$ cat src/rtl/prog_loader.sv
// prog_loader: host-side program loader for the 9-bit single-cycle core.
// Receives a byte stream (header N, then N lo/hi byte pairs) and writes
// 9-bit words into the instruction memory. The core is held in reset while
// loading, then released. The loader waits for Done and reports a
// saturating run-cycle count.
//
// Ports:
//   Clk, Reset        clock (rising edge), async active-high reset
//   InDat/InValid     stream byte and its valid flag
//   InReady           loader accepts a byte this cycle (state decode only)
//   ImWen/ImAddr/ImDat  registered instruction memory write port
//   CoreReset         holds the core in reset when high
//   Done              core completion flag
//   RunDone           run finished, Cycles valid
//   Err               sticky stream format error
//   Cycles            core run length in cycles
//
// state | meaning
// ------+-------------------------------------------------------------
// HDR   | waiting for header byte (word count, 0 = 2^AW)
// LO    | waiting for low byte of the current word
// HI    | waiting for high byte; commits the write
// RUN   | core running; first cycle still holds core in reset
// FIN   | run complete, Cycles valid; a new header restarts loading
// ERR   | bad high byte seen; only Reset leaves
module prog_loader #(
    parameter int AW = 6,
    parameter int IW = 9,
    parameter int CW = 16
) (
    input  logic          Clk,
    input  logic          Reset,
    input  logic [7:0]    InDat,
    input  logic          InValid,
    output logic          InReady,
    output logic          ImWen,
    output logic [AW-1:0] ImAddr,
    output logic [IW-1:0] ImDat,
    output logic          CoreReset,
    input  logic          Done,
    output logic          RunDone,
    output logic          Err,
    output logic [CW-1:0] Cycles
);

    // Remaining-word counter must hold both 2^AW and any 8-bit header.
    localparam int RW = (AW + 1 > 8) ? AW + 1 : 8;
    localparam logic [CW-1:0] CYC_MAX = {CW{1'b1}};

    typedef enum logic [2:0] {
        HDR = 3'd0,
        LO  = 3'd1,
        HI  = 3'd2,
        RUN = 3'd3,
        FIN = 3'd4,
        ERR = 3'd5
    } state_t;

    state_t        state, state_nxt;
    logic [RW-1:0] rem_cnt;
    logic [AW-1:0] word_idx;
    logic [7:0]    lo_byte;
    logic          run_first;
    logic          accept;
    logic          hi_bad;
    logic          last_word;

    assign accept    = InValid & InReady;
    assign hi_bad    = (InDat[7:1] != 7'd0);
    assign last_word = (rem_cnt == RW'(1));

    always_comb begin
        state_nxt = state;
        InReady   = 1'b0;
        CoreReset = 1'b1;
        RunDone   = 1'b0;
        Err       = 1'b0;
        case (state)
            HDR: begin
                InReady = 1'b1;
                if (accept) state_nxt = LO;
            end
            LO: begin
                InReady = 1'b1;
                if (accept) state_nxt = HI;
            end
            HI: begin
                InReady = 1'b1;
                if (accept) begin
                    if (hi_bad)         state_nxt = ERR;
                    else if (last_word) state_nxt = RUN;
                    else                state_nxt = LO;
                end
            end
            RUN: begin
                // The final write is still in flight during the first cycle.
                CoreReset = run_first;
                if (!run_first && Done) state_nxt = FIN;
            end
            FIN: begin
                InReady = 1'b1;
                RunDone = 1'b1;
                if (accept) state_nxt = LO;
            end
            ERR: begin
                Err = 1'b1;
            end
            default: state_nxt = HDR;
        endcase
    end

    always_ff @(posedge Clk or posedge Reset) begin
        if (Reset) begin
            state     <= HDR;
            rem_cnt   <= '0;
            word_idx  <= '0;
            lo_byte   <= '0;
            run_first <= 1'b0;
            ImWen     <= 1'b0;
            ImAddr    <= '0;
            ImDat     <= '0;
            Cycles    <= '0;
        end else begin
            state <= state_nxt;
            ImWen <= 1'b0;
            case (state)
                HDR, FIN: begin
                    if (accept) begin
                        rem_cnt  <= (InDat == 8'd0) ? (RW'(1) << AW) : RW'(InDat);
                        word_idx <= '0;
                    end
                end
                LO: begin
                    if (accept) lo_byte <= InDat;
                end
                HI: begin
                    if (accept && !hi_bad) begin
                        ImWen    <= 1'b1;
                        ImAddr   <= word_idx;
                        ImDat    <= IW'({InDat[0], lo_byte});
                        word_idx <= word_idx + 1'b1;
                        rem_cnt  <= rem_cnt - 1'b1;
                        if (last_word) begin
                            Cycles    <= '0;
                            run_first <= 1'b1;
                        end
                    end
                end
                RUN: begin
                    if (run_first) begin
                        run_first <= 1'b0;
                    end else if (!Done && (Cycles != CYC_MAX)) begin
                        Cycles <= Cycles + 1'b1;
                    end
                end
                default: ;
            endcase
        end
    end

endmodule

$ cat config.mk
export PLATFORM = sky130hd
export DESIGN_NAME = prog_loader
export DESIGN_NICKNAME = d
export VERILOG_FILES = /design/src/rtl/prog_loader.sv
export SDC_FILE = /design/constraint.sdc
export NUM_CORES = 1
export LEC_CHECK = 0
export ABC_CLOCK_PERIOD_IN_PS = 4400
export CAP_MARGIN = 5
export CORE_ASPECT_RATIO = 0.7
export CORE_MARGIN = 8
export CORE_UTILIZATION = 55
export DETAILED_ROUTE_END_ITERATION = 8
export GPL_TIMING_DRIVEN = 1
export PLACE_DENSITY = 0.8
export RECOVER_POWER = 50
export SLEW_MARGIN = 20
export SYNTH_ARGS = -nofsm -noshare
export SYNTH_HDL_FRONTEND = slang
export SYNTH_SLANG_ARGS = --single-unit
$ cat constraint.sdc
create_clock -name Clk -period 4.4 [get_ports Clk]
set_input_delay 0.66 -clock Clk [delete_from_list [all_inputs] [get_ports Clk]]
set_output_delay 0.66 -clock Clk [all_outputs]
set_load 0.005 [all_outputs]
# == Word-level counts from Yosys, hierarchy flattened ==
# Cells that the tools add are included.
# op_classes
n_addsub,3
eq_ne,15
n_mux,28
bitwise_logic,2
n_reduce_logical,19
# op_table
op,n
2-to-1 mux 16 bit,4
one-hot mux 16 bit (2 select lines),1
2-to-1 mux 8 bit,3
"adder 16 x 1 -> 16 bit, second input constant",1
"!= test 16 bit, second input constant",1
one-hot mux 8 bit (2 select lines),1
2-to-1 mux 3 bit,5
one-hot mux 3 bit (5 select lines),1
"!= test 2 bit, second input constant",7
2-to-1 mux 6 bit,2
one-hot mux 6 bit (2 select lines),1
AND reduction 5 bit,2
"== test 8 x 1 -> 1 bit, second input constant",1
logical NOT 8 bit,1
2-to-1 mux 1 bit,8
"subtractor 8 x 1 -> 8 bit, second input constant",1
nonzero test 7 bit,1
"adder 6 x 1 -> 6 bit, second input constant",1
"== test 3 x 2 -> 1 bit, second input constant",2
"== test 3 bit, second input constant",2
AND reduction 3 bit,2
AND reduction 2 bit,2
nonzero test 2 bit,2
OR reduction 4 bit,1
other kinds (10),14
# word_totals
regBits,58
input_bits,12
output_inout_bits,36
word_cells,76

# == Depth between registers and ports, before layout ==
# Gate-level depths: netlist of run 1.
# depth
word_depth,7
mapped_depth,8
ltp_nobuf,7

# == Worst setup path after synthesis of run 1 ==
# Ideal clock, no wire load.
# synth_timing
path_type,in2reg
startpoint,input InDat[4]
endpoint,register Cycles[2]
setup_time_ps,121
arrival_time_ps,1832
slack_ps,2447
path_stages,5
path_buffers,0
path_cell_list,nor4_2 nand4_4 nor2_4 o22ai_1 a22o_1
# synth_between
elab_chain_len,5
# synth_rtl
element,line_no,source
"start, declared",33,"input logic [7:0] InDat,"
nonzero test 7 bit,69,assign hi_bad = (InDat[7:1] != 7'd0);
logical NOT 1 bit,137,if (accept && !hi_bad) begin
logical AND 1 bit,137,
!= test 2 bit (no line),n/a,
AND reduction 5 bit (no line),n/a,
"end signal, assigned",153,Cycles <= Cycles + 1'b1;
"end, declared",43,output logic [CW-1:0] Cycles
# No other way between the ends.
# A chain may end at the register's enable or synchronous reset.

==> reports/metrics.yaml, run 1 <==
power_and_ir_drop:
  comb_power_share_pct: 28.8
  p_int_uw: 1180
  clockPowerShare_pct: 26.9
  p_per_area_nw_per_um2: 494
  p_leak_uw: 0.00169
  switchingPower_uw: 611
  ir_worst_vdd_mv: 0.386
  sequentialPowerShare_pct: 44.3
  p_sw_share_pct: 34.0
floorplan:
  die-area_um2: 7960
  initial_core_util_pct: 56.4
  rows: 22
  ios: 48
  core-area_um2: 5200
  dieWidth_um: 103
  die_y_um: 77.1
sta:
  skew_ns: 0.00892
  period_minus_slack_ns: 2.89
  relSlewSlack_pct: 6.69
  rsz0062_at_grt: "false"
  max_freq_ghz: 0.346
  setup_tns_ns: 0
  slew_viol_final: 0
  tightest_slew_ns: 1.40
  post-route-period-util_pct: 65.7
  setup_viol: 0
  report.final.hold_viol_count: 0
yosys:
  ys_warn_count: 0
  synthDistinctLibCells: 58
  synth_cells: 296
  synth_ff_type: "dfrtp_1"
  syn_area_um2: 2930
  synth_fp_nets: 312
  synth-seq-area-share_pct: 49.5
  ys_seq_elements: 58
  async_flop_share_pct: 100
  syn_area_per_cell_um2: 9.91
  synth_edf_count: 0
clock_network:
  cts_htree_levels: 3
  clk_latency_ns: 0.34
  cts_resized: 0
  path_clk_slew_ns: 0.07
  clkSinkCount: 58
  cts_setup_buffers: 0
  cts-hold-fix-buffers: 0
  cts_buffers: 9
  cts_max_path_buffers: 2
  clockRootBuffer: "clkbuf_8"
  cts_tree: "built"
place:
  hpwlAfterDp_mm: 5.03
  io_buffers: 47
  globalplace.congestion: 0.862
  dp_cells: 406
critical_path:
  r2r_end: "Cycles[8]"
  startpoint_type: "input port"
  timing.rr.start: "state[1]"
  critPathMaxFanout: 37
  cp-end-kind: "async pin"
  crit_required_ns: 4.67
  ff2ff_setup_slack_ns: 2.05
  critPathKind: "in -> async"
  arrival_ns: 3.16
  reg2reg_depth: 5
  crit_start: "Reset"
layout:
  most-common-layout-cells: "nand2_1, dfrtp_1, clkdlybuf4s50_1, dlygate4sd3_1, nor2_1"
  final_common_cell: "nand2_1"
  nets: 361
  area_growth_pct: 23.9
  fin_cells: 422
  drive_gt1_share_pct: 11.7
  nFillCells: 399
  num_antenna_cells: 0
global_route:
  met3_usage_pct: 6.94
  globalRouteMet1Util_pct: 27.1
  grt_pass1_vias: 2295
  grt_usage_pct: 18.9
  grt_use_met2_pct: 25.6
  grt_first_pass_wirelength_mm: 11.7
  gr-max-usage-layer: "met1"
  grt_max_degree: 38
  antenna_found_initial: 0
  grt-ovfl-total: 0
min_path:
  min_path_type: "reg -> reg"
  hold_path_startpoint: "ImAddr[4]"
  hold_depth: 2
  holdPathEnd: "ImAddr[4]"
detailed_routing:
  drc_errors: 0
  final_antenna_net_count: 0
  vias_per_cell: 5.76
  wl_mm: 7.04
  wire_per_inst_um: 16.7
  drt_pass1_iterations: 5
  initialDrtViolationCount: 158
  vias: 2429
run_status:
  outcome: "finished clean"
job:
  maxCapViolCount: 0
[kinds of logic (layout without fill, tap and decap cells)]
family | Yosys count | after routing | synth area share [%]
flops | 58 | 58 | 49.5
fa+ha+maj | 4 | 4 | 1.71
buf+inv | 19 | 73 | 3.46
mux | 14 | 14 | 5.20
xor+xnor | 4 | 4 | 1.19
simple gates | 128 | 128 | 23.3
compound gates | 69 | 69 | 15.7
[metal layers]
layer / up-vias / wire length (um)
met5: - / 0
met4: 0 / 52
met3: 6 / 679
met2: 92 / 3070
met1: 1167 / 3240
li1: 1164 / -
[through the flow]
step / setup WS (ns) / hold slack, ns / util [%] / power, uW / cell area [um2]
after floorplan: 2.31 / 0.435 / - / 1130 / 2930
after global placement: 1.58 / 0.460 / 66.2 / 1300 / 3440
after detailed placement: 1.51 / 0.459 / 66.2 / 1310 / 3440
after CTS: 1.81 / 0.473 / 69.9 / 1810 / 3640
after global routing: 0.979 / 0.497 / 69.8 / 1900 / 3630
final: 1.51 / 0.466 / 69.8 / 1790 / 3630
[power groups by stage]
stage	Combinational (uW)	Sequential (uW)	Clock, uW
after CTS	521	791	494
after detailed placement	516	799	0
after floorplan	395	736	0
after global routing	570	812	515
final	516	795	483
after global placement	501	796	0
[state kept, by name, summed over array words and instances, names as in the netlist]
name and count:
Cycles 16, ImAddr 6, ImDat 9, ImWen 1, lo_byte 8, rem_cnt 8
run_first 1, state 3, word_idx 6
[critical path, stage by stage]
cell and delay, ns:
dlygate4sd3_1 0.53, inv_1 1.00, clkbuf_1 0.95
[synthesized netlist by cell type, types with 5 or more instances]
library cell	count	share of area, %
nor3_1	6	1.0
nand2_1	63	8.1
o21ai_1	7	1.2
nor2_1	17	2.2
dfrtp_1	58	49
a31oi_1	6	1.3
mux2_2	9	3.5
and3_1	5	1.1
a21oi_1	15	2.6
o21ai_0	11	1.9
nand3_1	9	1.5
a22o_1	6	1.8
inv_1	6	0.77
buf_2	5	0.85
[final cells by class]
| cell class | instances | area [um2] | area share (%) |
|---|---|---|---|
| repair buffers | 50 | 489 | 13.5 |
| well taps | 72 | 90.1 | 2.48 |
| inverters | 7 | 27.5 | 0.758 |
| clock buffers | 11 | 141 | 3.89 |
| multi-input cells | 219 | 1380 | 38.0 |
| clock inverters | 5 | 53.8 | 1.48 |
| flip-flops and latches | 58 | 1450 | 39.9 |
[worst max path at each step]
| stage | endpoint | cells after the start | slack [ns] |
|---|---|---|---|
| finish | Cycles[10] | 3 | 1.51 |
| global route | Cycles[10] | 3 | 0.98 |
| CTS | Cycles[15] | 7 | 1.81 |
| detailed placement | Cycles[8] | 6 | 1.51 |
| global placement | Cycles[15] | 7 | 1.58 |
| floorplan | Cycles[0] | 1 | 2.31 |
Power figures use the tool's default switching activity.
==> run 2: changes to the inputs <==
- ABC_CLOCK_PERIOD_IN_PS: 4400 -> 2550
- CORE_UTILIZATION: 55 -> 48
- PLACE_DENSITY: 0.8 -> 0.74
- clock period: 4.4 -> 2.55 ns (I/O delays scaled with it)
==> reports/metrics.yaml, run 2 (same netlist as run 1, synthesis figures left out) <==
floorplan:
  rows: 23
  die-area_um2: 8910
  dieWidth_um: 109
  initial_core_util_pct: 50.5
  die_y_um: 81.4
  core-area_um2: 5810
  ios: 48
layout:
  final_common_cell: "nand2_1"
  fin_cells: 436
  regMostFlops: "Cycles"
  nets: 372
  area_growth_pct: 26.1
  most-common-layout-cells: "nand2_1, dfrtp_1, clkdlybuf4s50_1, dlygate4sd3_1, nor2_1"
  drive_gt1_share_pct: 14.7
  num_antenna_cells: 0
  largest_reg_flops: 16
  top_regs: "Cycles: 16 flops, ImDat: 9 flops"
  fin_area_um2: 3700
sta:
  period_minus_slack_ns: 2.17
  rsz0062_at_grt: "false"
  setup_viol: 0
  relSlewSlack_pct: 5.60
  tightest_slew_ns: 1.42
  slew_viol_final: 0
  post-route-period-util_pct: 85.2
  max_freq_ghz: 0.460
  skew_ns: 0.00840
  setup_tns_ns: 0
  report.final.hold_viol_count: 0
place:
  hpwlAfterDp_mm: 5.23
  io_buffers: 47
  dpl-instance-area_um2: 3540
  dp_cells: 420
  globalplace.congestion: 0.847
critical_path:
  arrival_ns: 1.79
  critPathKind: "reg -> out"
  timing.rr.start: "state[2]"
  r2r_end: "Cycles[11]"
  critPathMaxFanout: 9
  ff2ff_setup_slack_ns: 0.54
  startpoint_type: "flip-flop"
  cp-end-kind: "output port"
  reg2reg_depth: 6
  crit_required_ns: 2.17
global_route:
  grt_first_pass_wirelength_mm: 11.9
  grt-ovfl-total: 0
  antenna_found_initial: 0
  grt_pass1_vias: 2313
  grt_max_degree: 59
  grt_usage_pct: 17.3
clock_network:
  clk_latency_ns: 0.34
  cts_resized: 0
  cts_max_path_buffers: 2
  cts_buffers: 9
  clkSinkCount: 58
  clockRootBuffer: "clkbuf_8"
  cts-hold-fix-buffers: 0
  cts_tree: "built"
  path_clk_slew_ns: 0.06
  cts_setup_buffers: 0
  cts_htree_levels: 3
power_and_ir_drop:
  comb_power_share_pct: 31.6
  p_int_uw: 1970
  clockPowerShare_pct: 24.5
  p_leak_uw: 0.00172
  p_sw_share_pct: 34.7
  switchingPower_uw: 1050
  sequentialPowerShare_pct: 43.9
  ir_worst_vdd_mv: 0.496
  p_per_area_nw_per_um2: 818
detailed_routing:
  drc_errors: 0
  vias_per_cell: 5.54
  final_antenna_net_count: 0
  initialDrtViolationCount: 160
  vias: 2417
  wire_per_inst_um: 16.3
  wl_mm: 7.12
  drt_pass1_iterations: 4
min_path:
  min_path_type: "reg -> reg"
  holdPathEnd: "ImDat[6]"
  hold_depth: 2
  hold_path_startpoint: "lo_byte[6]"
job:
  maxCapViolCount: 0
run_status:
  outcome: "finished clean"
run 2: changes by cell type in the layout (fill, tap and decap cells not counted):
cell / change
dlygate4sd3_1: -1
bufinv_16: -1
clkbuf_2: +1
buf_4: +11
clkinv_1: +1
clkdlybuf4s50_1: +1
clkinvlp_4: +2
inv_1: -1
clkbuf_1: -1
clkinv_4: -1
run 2: stage by stage:
stage | util, % | hold slack (ns) | power (uW) | worst slack [ns]
floorplan | - | 0.435 | 1950 | 0.740
global placement | 60.9 | 0.449 | 2270 | 0.267
detailed placement | 60.9 | 0.454 | 2300 | 0.204
CTS | 63.9 | 0.426 | 3050 | 0.375
global route | 63.6 | 0.497 | 3230 | 0.268
finish | 63.6 | 0.460 | 3020 | 0.378
run 2: how the worst max path moves through the flow:
stage	start	endpoint	slack [ns]
after global routing	state[1]	InReady	0.27
after floorplan	Reset	Cycles[0]	0.74
final	state[2]	Err	0.38
after global placement	InDat[4]	Cycles[8]	0.27
after CTS	state[2]	Err	0.37
after detailed placement	InDat[5]	word_idx[4]	0.20
run 2: critical path, cell delays in order (launching register included):
cell and delay, ns:
dfrtp_1 0.56, inv_1 0.16, nor3b_1 0.20, clkdlybuf4s50_1 0.53
run 2: cell type report:
class                      instances  area, um2
clock inverter                     5       30.0
tap                               75       93.8
clock buffer                      11        141
inverter                           7       27.5
sequential                        58       1450
timing repair buffer              61        573
multi-input combinational        219       1380
fill                             500       2120
run 2: power by group through the flow:
stage               clock (uW)  combinational [uW]  sequential [uW]
floorplan                    0                 681             1270
global placement             0                 939             1330
detailed placement           0                 963             1330
CTS                        756                 973             1320
global route               800                1080             1360
finish                     739                 956             1330
run 2: layer usage:
layer,vias to the layer above,track usage (%),wire [um],part of all wire [%]
met4,0,5.23,80,1.1
met2,69,23.3,2950,41
met5,-,0,0,0
met1,1162,25.0,3570,50
met3,7,6.32,524,7.4
li1,1179,-,-,-
